==> config.mk <==
export PLATFORM = sky130hd
export DESIGN_NAME = midi_message_parser
export DESIGN_NICKNAME = d
export VERILOG_FILES = /design/src/rtl/midi_message_parser.sv
export SDC_FILE = /design/constraint.sdc
export NUM_CORES = 1
export LEC_CHECK = 0
export BUFFER_PORTS_ARGS = -buffer_cell sky130_fd_sc_hd__buf_2
export CAP_MARGIN = 20
export CORE_MARGIN = 2
export CORE_UTILIZATION = 48
export CTS_CLUSTER_DIAMETER = 50
export DETAILED_ROUTE_END_ITERATION = 16
export PLACE_DENSITY = 0.74
export RECOVER_POWER = 25
export SLEW_MARGIN = 20
export SYNTH_ARGS = -nofsm -noshare
export SYNTH_HDL_FRONTEND = slang
export SYNTH_SLANG_ARGS = --single-unit
==> constraint.sdc <==
create_clock -name clock_50_000_000 -period 1.4 [get_ports clock_50_000_000]
set_clock_uncertainty 0.05 [all_clocks]
set_input_delay 0.21 -clock clock_50_000_000 [delete_from_list [all_inputs] [get_ports clock_50_000_000]]
set_output_delay 0.21 -clock clock_50_000_000 [all_outputs]
set_load 0.02 [all_outputs]
==> src/rtl/midi_message_parser.sv <==
// MIDI byte-stream parser: running status, channel filter, note on/off and
// control-change events; real-time, system and SysEx traffic is discarded.
package MIDI;
  typedef enum logic {OFF = 1'b0, ON = 1'b1} note_status_t;

  typedef struct packed {
    note_status_t status;
    logic [6:0]   note_number;
    logic [6:0]   velocity;
  } note_change_t;

  typedef enum logic [1:0] {IDLE, WAIT_D1, WAIT_D2, SYSEX} parser_state_t;
endpackage

module midi_message_parser #(
  parameter bit         OMNI    = 1'b0,
  parameter logic [3:0] CHANNEL = 4'd0
) (
  input  logic                 clock_50_000_000,
  input  logic                 reset,
  input  logic [7:0]           byte_data,
  input  logic                 byte_valid,
  output MIDI::note_change_t   note,
  output logic                 note_ready,
  output logic [6:0]           cc_number,
  output logic [6:0]           cc_value,
  output logic                 cc_ready,
  output MIDI::parser_state_t  debug_state
);

  // Handshake: byte_valid is a one-cycle strobe with no ready/backpressure;
  // every strobed byte is consumed in its own cycle, so bytes may arrive
  // back to back. note_ready/cc_ready are one-cycle pulses, payload held.

  MIDI::parser_state_t state;
  logic [7:0]          running_status;
  logic                running_valid;
  logic [6:0]          data1;

  logic       is_realtime;
  logic       is_status;
  logic       one_byte_type;
  logic       channel_match;
  logic [6:0] data7;

  assign is_realtime   = (byte_data[7:3] == 5'b11111);
  assign is_status     = byte_data[7];
  assign data7         = byte_data[6:0];
  // 0xCn and 0xDn carry a single data byte.
  assign one_byte_type = (running_status[7:5] == 3'b110);
  assign channel_match = OMNI || (running_status[3:0] == CHANNEL);
  assign debug_state   = state;

  always_ff @(posedge clock_50_000_000) begin
    if (reset) begin
      state          <= MIDI::IDLE;
      running_status <= 8'h00;
      running_valid  <= 1'b0;
      data1          <= 7'd0;
      note           <= '{MIDI::OFF, 7'd0, 7'd0};
      note_ready     <= 1'b0;
      cc_number      <= 7'd0;
      cc_value       <= 7'd0;
      cc_ready       <= 1'b0;
    end else begin
      note_ready <= 1'b0;
      cc_ready   <= 1'b0;
      if (byte_valid && !is_realtime) begin
        if (is_status) begin
          if (byte_data < 8'hF0) begin
            running_status <= byte_data;
            running_valid  <= 1'b1;
            state          <= MIDI::WAIT_D1;
          end else if (byte_data == 8'hF0) begin
            running_valid <= 1'b0;
            state         <= MIDI::SYSEX;
          end else begin
            running_valid <= 1'b0;
            state         <= MIDI::IDLE;
          end
        end else begin
          case (state)
            MIDI::IDLE, MIDI::WAIT_D1: begin
              if (running_valid) begin
                if (one_byte_type) begin
                  state <= MIDI::IDLE;
                end else begin
                  data1 <= data7;
                  state <= MIDI::WAIT_D2;
                end
              end
            end
            MIDI::WAIT_D2: begin
              state <= MIDI::IDLE;
              if (channel_match) begin
                case (running_status[7:4])
                  4'h8: begin
                    note       <= '{MIDI::OFF, data1, data7};
                    note_ready <= 1'b1;
                  end
                  4'h9: begin
                    // Velocity 0 is the running-status form of note off.
                    if (data7 != 7'd0) note <= '{MIDI::ON, data1, data7};
                    else               note <= '{MIDI::OFF, data1, 7'd0};
                    note_ready <= 1'b1;
                  end
                  4'hB: begin
                    cc_number <= data1;
                    cc_value  <= data7;
                    cc_ready  <= 1'b1;
                  end
                  default: ;
                endcase
              end
            end
            default: ;
          endcase
        end
      end
    end
  end

endmodule

=== After elaboration in Yosys (flattened, before gate mapping) ===
Cells that the tools add are included.

* Register bits: 49
* Input bits: 11

* Bitwise gates (word level): 5
* Eq/ne operators: 9
* Reductions and logical operators: 16
* $lt $le $gt $ge: 1
* Muxes and demuxes: 11

{| class="wikitable"
|+ Operators by type and width
! operator !! count
|-
| $pmux W15 S2 || 1
|-
| $mux W15 || 1
|-
| $reduce_and A5 Y1 || 3
|-
| $eq A4 B4 Y1 const B || 3
|-
| $mux W2 || 5
|-
| $eq A8 B8 Y1 const B || 1
|-
| $lt A8 B8 Y1 const B || 1
|-
| $reduce_bool A7 Y1 || 1
|-
| $reduce_and A3 Y1 || 2
|-
| $eq A5 B5 Y1 const B || 1
|-
| $not A1 Y1 || 5
|-
| $reduce_or A5 Y1 || 1
|-
| $logic_not A4 Y1 || 1
|-
| $pmux W2 S2 || 1
|-
| $reduce_or A2 Y1 || 2
|-
| $eq A3 B3 Y1 const B || 1
|-
| $mux W1 || 3
|-
| $ne A3 B3 Y1 const B || 1
|-
| $reduce_bool A3 Y1 || 1
|-
| $eq A2 B1 Y1 const B || 1
|-
| $eq A2 B2 Y1 const B || 1
|-
| $logic_not A2 Y1 || 1
|-
| $reduce_and A2 Y1 || 1
|-
| $reduce_bool A2 Y1 || 1
|-
| 2 further kinds || 2
|}

=== Logic depth before layout (Yosys ltp) ===
Gate-level depths: netlist of the first run.

* Word-level depth: 5
* Mapped depth: 7
* Mapped depth without buffers: 4

=== Least setup slack after synthesis of the first run ===
No wires, ideal clock.

* Kind: flip-flop to flip-flop
* From: reg state[1], in the netlist debug_state[1]
* To: reg cc_number[0]
* Stages on the path, launching flop included: 6
* Slack: -0.136 ns
* Required time: 1.218 ns
* Buffers on the path: 1
* Arrival time: 1.353 ns
* Cells stage by stage: dfxtp_1 -> nor4b_4 -> nand4_1 -> clkbuf_1 -> o21ai_0 -> a21oi_1

* Longest elaborated chain between the ends: 2

{| class="wikitable"
|+ Ends and longest elaborated chain
! element !! RTL line !! RTL
|-
| from (decl) || 35 || <nowiki>MIDI::parser_state_t state;</nowiki>
|-
| from (signal assigned) || 56 || <nowiki>state <= MIDI::IDLE;</nowiki>
|-
| from (signal assigned) || 73 || <nowiki>state <= MIDI::WAIT_D1;</nowiki>
|-
| from (signal assigned) || 76 || <nowiki>state <= MIDI::SYSEX;</nowiki>
|-
| $eq A2 B2 Y1 || 82 || <nowiki>case (state)</nowiki>
|-
| $reduce_and A5 Y1 (no line) || n/a ||
|-
| to (signal assigned) || 108 || <nowiki>cc_number <= data1;</nowiki>
|-
| to (decl) || 25 || <nowiki>output logic [6:0] cc_number,</nowiki>
|}

Every way passes these cells.
A chain may end at the register's enable or synchronous reset.

=== Worst setup path after layout of the first run ===
* From: reg state[0], in the netlist debug_state[0]
* To: reg note[14] (netlist name)

* Longest elaborated chain between the ends: 2

{| class="wikitable"
|+ Ends and longest elaborated chain
! element !! RTL line !! RTL
|-
| $eq A2 B2 Y1 || 82 ||
|-
| $reduce_and A5 Y1 (no line) || n/a ||
|-
| to (signal assigned) || 98 || <nowiki>note <= '{MIDI::OFF, data1, data7};</nowiki>
|-
| to (signal assigned) || 103 || <nowiki>if (data7 != 7'd0) note <= '{MIDI::ON, data1, data7};</nowiki>
|-
| to (signal assigned) || 104 || <nowiki>else note <= '{MIDI::OFF, data1, 7'd0};</nowiki>
|-
| to (decl) || 23 || <nowiki>output MIDI::note_change_t note,</nowiki>
|}

Every way passes these cells.

==> flow_summary.ini, run 1 <==
[floorplan]
fp.dieArea_sq_um = 4820
top_level_ports = 44
die_width_microns = 69.4
die_h_microns = 69.4
placement_rows = 23
core-area_sq_um = 4060
initial_utilization_pct = 50.6

[global_route]
grt_pass1_vias = 1775
groute.usage.overall_pct = 21.4
grt_first_pass_wirelength_mm = 8.51
grt_max_degree = 31
grt_overflow_total = 0
antenna_found_initial = 0

[critical_path]
path_buf_inv = 1
type_of_the_worst_setup_path = flip-flop to flip-flop
cp_top_family = simple AND/OR/NAND/NOR gates
critical-path-max-stage-delay_ps = 360
critical_path.max_fanout = 3
worstSetupEndpointType = flip-flop
critical_path.slowest_cell = sky130_fd_sc_hd__or3_1
timing.critical_path.from_type = flip-flop
cp_cell_sequence = nor4b_4 -> buf_4 -> nand4b_4 -> or3_1 -> a21oi_1
arrival_ps = 1680
required_ps = 1580

[cells_and_area]
fin_util_pct = 64.1
layout.cell_area.non_filler_sq_um = 2600
fillers = 332
final_cell_mix = sky130_fd_sc_hd__dfxtp_1, sky130_fd_sc_hd__buf_2, sky130_fd_sc_hd__a21oi_1
multi_input_area_sq_um = 983
final_common_cell = sky130_fd_sc_hd__dfxtp_1
final_layout_size_suffix_gt1_share_pct = 32.5
sequential_cell_area_sq_um = 990
num-nets-final = 287
syn2layout_area_growth_pct = 26.6
n_antenna_cell = 0

[sta]
timing.slew.headroom_pct = 65.3
setup_viol_count_final = 29
fin_crit_sh_pct = 107
final.setup.worst_slack_ps = -104
final_max_slew_viol_count = 0
holdWs_ps = 242
worst_pin_slew_ps = 521
post-route-min-period_ps = 1500
grt_setup_unrepaired = yes
setup_tns_ps = -1540
finalHoldViolCount = 0
maxClockFrequency_ghz = 0.665

[yosys]
yosys_warnings = 0
ys_seq_elements = 49
synth.net_count = 231
edff_count_synth = 0
synth_top_flop_cell = sky130_fd_sc_hd__dfxtp_1
synthesis.instances = 220
asyncSetResetFlopFracSynth_pct = 0
post_synthesis_cell_area_sq_um = 2050
synth_area_per_cell_sq_um = 9.34
number_of_unique_standard_cell_types_used_by_synthesis = 37
proportion_of_synthesized_chip_area_in_sequential_cells_pct = 47.7

[cts]
tritoncts = done
ctsLongestPathBuffers = 2
clock_latency_ps = 290
cts.root.buffer_cell = sky130_fd_sc_hd__clkbuf_8
ctsHtreeMaxLevel = 2
cts_buffers = 5
cts_hold_buffers = 0
numClockSinks = 49
clkSlewWorstSetupHoldPaths_ps = 80

[hold_path]
hold_crit_path_type = primary input to flip-flop

[drt]
route.vias.total = 1882
drt_first_iter_violations = 201
drt_pre_antenna_iters = 4
routed_wire_length_per_instance_microns = 15.6
ant_nets = 0
post-route-drc-count = 0
routed_wl_mm = 5.10
route.detailed.vias_per_inst = 5.76

[job]
max-cap-violations = 0

[placed_design]
post-place-ws_ps = -179
detailedPlacementHpwl_mm = 3.62
port_bufs = 43
dpl_cell_area_sq_um = 2460
finalWeightedCongestion = 0.863

[pwr]
ir_drop_mv = 0.747
total_leakage_power_nw = 1.09
power_per_cell_area_nw_per_um2 = 984

[run_status]
failing_checks = setup timing
run_status = finished with violations
[worst register-to-register path: stages, from the launching register on]
cell                       delay, ps
sky130_fd_sc_hd__dfxtp_2         340
sky130_fd_sc_hd__nor4b_4         300
sky130_fd_sc_hd__buf_4           170
sky130_fd_sc_hd__nand4b_4        110
sky130_fd_sc_hd__or3_1           360
sky130_fd_sc_hd__a21oi_1         110
[cells in the mapped netlist, types with 2 or more instances]
cell type,count,area share [%]
sky130_fd_sc_hd__nand2_1,2,0.37
sky130_fd_sc_hd__mux2i_1,11,5.4
sky130_fd_sc_hd__o21ai_0,30,7.3
sky130_fd_sc_hd__buf_2,8,1.9
sky130_fd_sc_hd__a21oi_1,31,7.6
sky130_fd_sc_hd__clkbuf_2,3,0.73
sky130_fd_sc_hd__nand4b_1,14,6.0
sky130_fd_sc_hd__dfxtp_1,49,48
sky130_fd_sc_hd__o221a_2,3,1.6
sky130_fd_sc_hd__inv_1,2,0.37
sky130_fd_sc_hd__nor2b_1,3,0.91
sky130_fd_sc_hd__nand4_1,16,4.9
sky130_fd_sc_hd__clkbuf_1,8,1.5
sky130_fd_sc_hd__nor3_1,3,0.73
sky130_fd_sc_hd__nor2_1,13,2.4
sky130_fd_sc_hd__buf_6,3,1.6
[kinds of logic after synthesis]
family / count (synthesis) / synth area share, %
mux: 11 / 5.36
flops: 49 / 47.7
simple gates: 62 / 20.5
compound gates: 72 / 19.7
buf+inv: 26 / 6.70
[state kept, by name, summed over array words and instances, names as in the netlist]
name            cells
cc_number           7
note_ready          1
cc_ready            1
cc_value            7
running_status      8
debug_state         2
running_valid       1
data1               7
note               15
[routing by layer]
metal | GRT usage, % | up-vias | wire length (microns)
li1 | - | 932 | -
met1 | 29.3 | 903 | 2440
met2 | 35.7 | 45 | 2420
met3 | 3.63 | 2 | 218
met4 | 4.58 | 0 | 20
met5 | 0 | - | 0
[worst paths after layout]
path,start,to,slack [ps],cells after the start
worst max-delay path,debug_state[0]$_SDFFE_PP0P_,note[14]$_SDFFE_PP0P_,-100,5
worst min-delay path,reset,running_status[7]$_SDFFE_PP0P_,240,2
worst max register to register,debug_state[0]$_SDFFE_PP0P_,note[14]$_SDFFE_PP0P_,-100,5
worst min register to register,cc_number[0]$_SDFFE_PP0P_,cc_number[0]$_SDFFE_PP0P_,410,2
[layout make-up]
cell class / count / share of cell area (%)
Sequential cell: 49 / 38.0
Multi-Input combinational cell: 145 / 37.8
Timing Repair Buffer: 73 / 18.0
Clock buffer: 8 / 3.46
Tap cell: 50 / 2.41
Inverter: 2 / 0.289
[power by group]
part	switching, mW	total (mW)	internal (mW)
Sequential	0.0194	1.44	1.42
Clock	0.437	0.841	0.404
Combinational	0.160	0.283	0.123
Total	0.617	2.56	1.94
[per-stage QoR]
step | instances | total power, mW
after global routing | 327 | 2.65
after CTS | 326 | 2.57
after detailed placement | 318 | 1.74
final | 327 | 2.56
after floorplan | 220 | 1.62
after global placement | 318 | 1.74
[what timing repair did]
item	in CTS	in global routing
resized for setup	24	12
setup buffers	0	1
pin swaps	2	1
setup endpoints to repair	31	39
cloned	0	0
No activity file was read; power rests on OpenSTA's default activity.
==> run 2, diff against run 1 <==
- CORE_UTILIZATION: 48 -> 45
- PLACE_DENSITY: 0.74 -> 0.71
==> run 2 against run 1 <==
  * The run still ends with setup timing left
  * Combinational power up 4%
  * Core utilization down 3.4 points
  * Via count rose by 1.9%
  * Critical path depth increased by 1
  * Die area rose by 6.3%
  * Critical endpoint is now note[6]$_SDFFE_PP0P_
  * Largest cell class is now multi-input combinational cells
==> flow_summary.ini, run 2 (same netlist as run 1, synthesis figures left out) <==
[sta]
fin_crit_sh_pct = 106
setup_viol_count_final = 29
post-route-min-period_ps = 1490
worst_pin_slew_ps = 420
grt_setup_unrepaired = yes
maxClockFrequency_ghz = 0.671
timing.slew.headroom_pct = 72.0
holdWs_ps = 242
final.setup.worst_slack_ps = -89.4
final_max_slew_viol_count = 0
finalHoldViolCount = 0

[global_route]
groute.usage.overall_pct = 21.1
antenna_found_initial = 0
grt_max_degree = 29
grt_pass1_vias = 1708
grt_overflow_total = 0
grt_first_pass_wirelength_mm = 8.49

[cts]
clkSlewWorstSetupHoldPaths_ps = 90
tritoncts = done
numClockSinks = 49
clock_latency_ps = 300
ctsHtreeMaxLevel = 2
cts_hold_buffers = 0
cts_buffers = 5
ctsLongestPathBuffers = 2
cts.root.buffer_cell = sky130_fd_sc_hd__clkbuf_8

[placed_design]
post-place-ws_ps = -180
finalWeightedCongestion = 0.895
dpl_cell_area_sq_um = 2470
detailedPlacementHpwl_mm = 3.64
port_bufs = 43

[drt]
route.detailed.vias_per_inst = 5.81
drt_pre_antenna_iters = 4
route.vias.total = 1918
post-route-drc-count = 0
drt_first_iter_violations = 143
ant_nets = 0
routed_wl_mm = 5.27
routed_wire_length_per_instance_microns = 16.0

[critical_path]
critical_path.max_fanout = 16
cp_top_family = simple AND/OR/NAND/NOR gates
arrival_ps = 1670
critical_path.slowest_cell = sky130_fd_sc_hd__dfxtp_2
worstSetupEndpointType = flip-flop
type_of_the_worst_setup_path = flip-flop to flip-flop
required_ps = 1580
ff2ff_path_depth = 6
critical-path-max-stage-delay_ps = 340
critical_path_cell_count = 6
path_buf_inv = 2
timing.critical_path.from_type = flip-flop
cp_cell_sequence = nor4b_4 -> buf_4 -> and3_4 -> buf_8 -> nand4b_1 -> a21oi_1

[run_status]
failing_checks = setup timing
run_status = finished with violations

[floorplan]
die_h_microns = 71.6
top_level_ports = 44
core-area_sq_um = 4380
initial_utilization_pct = 46.9
die_width_microns = 71.6
fp.dieArea_sq_um = 5120
placement_rows = 24

[pwr]
power_per_cell_area_nw_per_um2 = 976
ir_drop_mv = 0.797
total_leakage_power_nw = 1.08

[cells_and_area]
largest-register = note
layout.cell_area.non_filler_sq_um = 2660
largest_register_ffs = 15
final_cell_mix = sky130_fd_sc_hd__dfxtp_1, sky130_fd_sc_hd__buf_2, sky130_fd_sc_hd__a21oi_1
top_regs = note x15, running_status x8
num-nets-final = 288
final_layout_size_suffix_gt1_share_pct = 36.7
n_antenna_cell = 0
fillers = 406
syn2layout_area_growth_pct = 29.5
final_common_cell = sky130_fd_sc_hd__dfxtp_1

[hold_path]
hold_crit_path_type = primary input to flip-flop
worstHoldPathCells = 4

[job]
max-cap-violations = 0
-- run 2: final cells by class --
| type | count | area, sq um | area share (%) |
|---|---|---|---|
| Inverter | 2 | 7.51 | 0.282 |
| Sequential cell | 49 | 988 | 37.1 |
| Tap cell | 52 | 65.1 | 2.44 |
| Multi-Input combinational cell | 145 | 1010 | 38.1 |
| Timing Repair Buffer | 74 | 489 | 18.4 |
| Clock buffer | 6 | 82.6 | 3.10 |
| Clock inverter | 2 | 13.8 | 0.517 |
-- run 2: final timing paths --
path	from	slack (ps)	endpoint
worst min-delay path	byte_data[1]	240	data1[1]$_SDFFE_PP0P_
worst max-delay path	running_status[0]$_SDFFE_PP0P_	-90	note[6]$_SDFFE_PP0P_
worst max register to register	running_status[0]$_SDFFE_PP0P_	-90	note[6]$_SDFFE_PP0P_
worst min register to register	cc_value[3]$_SDFFE_PP0P_	420	cc_value[3]$_SDFFE_PP0P_
-- run 2: where the power goes --
group          leakage [nW]  switching [mW]  total (mW)  internal, mW
logic                 0.634           0.167       0.293         0.126
registers             0.398          0.0192        1.44          1.42
clock network        0.0512           0.466       0.867         0.401
total                  1.08           0.652        2.60          1.94
-- run 2: metal layers --
metal | global-route usage [%] | routed length (microns) | vias up
met1 | 29.1 | 2380 | 915
met3 | 4.08 | 321 | 4
li1 | - | - | 937
met4 | 6.08 | 34 | 0
met2 | 34.0 | 2530 | 62
met5 | 0 | 0 | -
-- run 2: repair_timing --
item,in CTS,in global routing
pin swaps,7,6
setup buffers,1,0
setup endpoints to repair,30,32
cloned,0,0
resized for setup,14,28
endpoints found under the hold margin,0,0
-- run 2: per-stage QoR --
stage          TNS [ps]  std cells  util [%]  power (mW)
6_report          -1560        330      60.7        2.60
5_1_grt           -4390        330      60.7        2.70
4_1_cts           -1470        330      59.4        2.62
3_5_place_dp      -3870        321      56.3        1.75
3_3_place_gp      -2880        321      56.3        1.74
2_1_floorplan      -357        220         -        1.62
-- run 2: worst reg2reg max path: cells and delay by family (launching register included) --
kind / cells / cell delay [ps]
compound gates: 1 / 150
flops: 1 / 340
simple gates: 3 / 570
buf+inv: 2 / 310
==> run 3, diff against run 2 <==
- ABC_AREA: unset -> 0
- PLACE_DENSITY: 0.71 -> 0.68
- clock period: 1.4 -> 1.9 ns (I/O delays scaled with it)
==> run 3 against run 2 <==
  * Power decreased by 24%
  * Sequential share of layout area is 3.7 points higher
  * The flow now finishes without violations
  * Core utilization fell by 6.0 points
  * First-iteration DRC count down 12%
  * Highest routed layer unchanged
  * Sequential power decreased by 26%
  * Combinational power shrank 44%
  * Clock power down 14%
  * Largest power group unchanged
  * Final cell count fell by 5.8%
  * Clock-buffer cell count is 1 lower
  * Worst setup slack better by 380 ps
  * Critical path depth decreased by 1
==> flow_summary.ini, run 3 (same netlist as run 1, synthesis figures left out) <==
[run_status]
run_status = completed

[placed_design]
finalWeightedCongestion = 0.845
post-place-ws_ps = 264
port_bufs = 43
detailedPlacementHpwl_mm = 3.38

[critical_path]
cp_top_family = simple AND/OR/NAND/NOR gates
critical_path.slowest_cell = sky130_fd_sc_hd__dfxtp_1
cp_cell_sequence = nor4b_4 -> nand4b_2 -> buf_4 -> o21ai_0 -> a21oi_1
critical-path-max-stage-delay_ps = 360
type_of_the_worst_setup_path = flip-flop to flip-flop
path_buf_inv = 1
timing.critical_path.from_type = flip-flop
arrival_ps = 1730
critical_path.max_fanout = 13
required_ps = 2030
worstSetupEndpointType = flip-flop

[hold_path]
hold_crit_path_type = primary input to flip-flop

[sta]
finalHoldViolCount = 0
setup_viol_count_final = 0
final_max_slew_viol_count = 0
post-route-min-period_ps = 1600
timing.slew.headroom_pct = 71.1
maxClockFrequency_ghz = 0.623
grt_setup_unrepaired = no
final.setup.worst_slack_ps = 295
fin_crit_sh_pct = 84.5
setup_tns_ps = 0
worst_pin_slew_ps = 434

[cells_and_area]
final_common_cell = sky130_fd_sc_hd__dfxtp_1
largest-register = note
multi_input_area_sq_um = 936
final_cell_mix = sky130_fd_sc_hd__dfxtp_1, sky130_fd_sc_hd__a21oi_1, sky130_fd_sc_hd__o21ai_0
largest_register_ffs = 15
n_antenna_cell = 0
num-nets-final = 269
fin_util_pct = 54.7
fillers = 415
top_regs = note x15, running_status x8
syn2layout_area_growth_pct = 16.8
final_layout_size_suffix_gt1_share_pct = 20.1
sequential_cell_area_sq_um = 981

[drt]
met3_layer_wire_length_in_the_routed_design_microns = 238
highest-signal-layer = met4
post-route-drc-count = 0
routed_wire_length_per_instance_microns = 15.9
ant_nets = 0
met2RoutedLength_mm = 2.27
route.detailed.vias_per_inst = 5.87
drt_first_iter_violations = 126
drt_pre_antenna_iters = 4
route.layer.met1.wl_mm = 2.34
route.vias.total = 1825
routed_wl_mm = 4.95

[global_route]
antenna_found_initial = 0
grt_max_degree = 29
grt_overflow_total = 0
grt_first_pass_wirelength_mm = 8.14
groute.usage.overall_pct = 20.1
grt_pass1_vias = 1683

[floorplan]
placement_rows = 24
die_h_microns = 71.6
die_width_microns = 71.6
top_level_ports = 44
core-area_sq_um = 4380
initial_utilization_pct = 46.9
fp.dieArea_sq_um = 5120

[pwr]
ir_drop_mv = 0.571
share_of_power_burned_in_registers_pct = 53.8
power.switching_fraction_pct = 23.9
p_switching_mw = 0.472
comb_power_share_pct = 8.3
p_int_mw = 1.50
total_leakage_power_nw = 0.937
power_per_cell_area_nw_per_um2 = 822
clock_power_share_pct = 37.9

[cts]
tritoncts = done
ctsHtreeMaxLevel = 2
number_of_setup_buffers_added_after_cts = 0
numClockSinks = 49
ctsLongestPathBuffers = 2
cts_buffers = 5
cts.root.buffer_cell = sky130_fd_sc_hd__clkbuf_8
cts_hold_buffers = 0
postCtsResizedCells = 0
clock_latency_ps = 300
clkSlewWorstSetupHoldPaths_ps = 90

[job]
max-cap-violations = 0
-- run 3: cell types whose count changed in the layout (fill, tap and decap cells not counted), moves of 2 or more --
cell / previous run / this run
sky130_fd_sc_hd__buf_8: 3 / 0
sky130_fd_sc_hd__o21ai_0: 7 / 30
sky130_fd_sc_hd__buf_4: 22 / 11
sky130_fd_sc_hd__nor3_1: 1 / 3
sky130_fd_sc_hd__dfxtp_2: 3 / 0
sky130_fd_sc_hd__buf_6: 2 / 0
sky130_fd_sc_hd__a21oi_1: 27 / 31
sky130_fd_sc_hd__o21ai_2: 8 / 1
sky130_fd_sc_hd__buf_2: 38 / 25
sky130_fd_sc_hd__a21oi_2: 4 / 0
sky130_fd_sc_hd__clkbuf_1: 7 / 18
sky130_fd_sc_hd__o21ai_1: 16 / 1
sky130_fd_sc_hd__dfxtp_1: 45 / 49
sky130_fd_sc_hd__nor3_2: 3 / 1
-- run 3: final cells by class --
class / instances / area share [%]
Sequential cell: 49 / 40.9
Clock inverter: 3 / 1.93
Timing Repair Buffer: 55 / 12.3
Multi-Input combinational cell: 145 / 39.0
Tap cell: 52 / 2.71
Inverter: 2 / 0.313
Clock buffer: 5 / 2.87
-- run 3: power groups by stage --
stage | registers (mW) | clock network, mW | logic (mW)
6_report | 1.06 | 0.747 | 0.164
4_1_cts | 1.06 | 0.760 | 0.163
5_1_grt | 1.06 | 0.800 | 0.177
2_1_floorplan | 1.08 | 0 | 0.107
3_3_place_gp | 1.08 | 0 | 0.159
3_5_place_dp | 1.08 | 0 | 0.163
-- run 3: final timing paths --
kind,start,endpoint,slack (ps),cells past startpoint
hold / removal,byte_data[2],cc_value[2]$_SDFFE_PP0P_,250,3
hold reg to reg,note[11]$_SDFFE_PP0P_,note[11]$_SDFFE_PP0P_,430,2
setup / recovery,debug_state[0]$_SDFFE_PP0P_,note[14]$_SDFFE_PP0P_,300,5
setup reg to reg,debug_state[0]$_SDFFE_PP0P_,note[14]$_SDFFE_PP0P_,300,5
-- run 3: stage by stage --
stage	std cells	area, sq um	total power [mW]	hold slack [ps]
after detailed placement	303	2310	1.25	416
after global routing	311	2400	2.04	259
final	311	2400	1.97	249
after global placement	303	2310	1.24	405
after floorplan	220	2050	1.19	379
after CTS	311	2420	1.98	243
-- run 3: worst min-delay path, delay by kind of cell --
kind / cells / cell delay [ps]
buf+inv: 1 / 140
simple gates: 1 / 70
compound gates: 1 / 60
-- run 3: metal layers --
layer	vias up	track usage, %
met3	10	3.66
met2	53	31.7
li1	895	-
met1	867	27.2
met4	0	8.39
met5	-	0
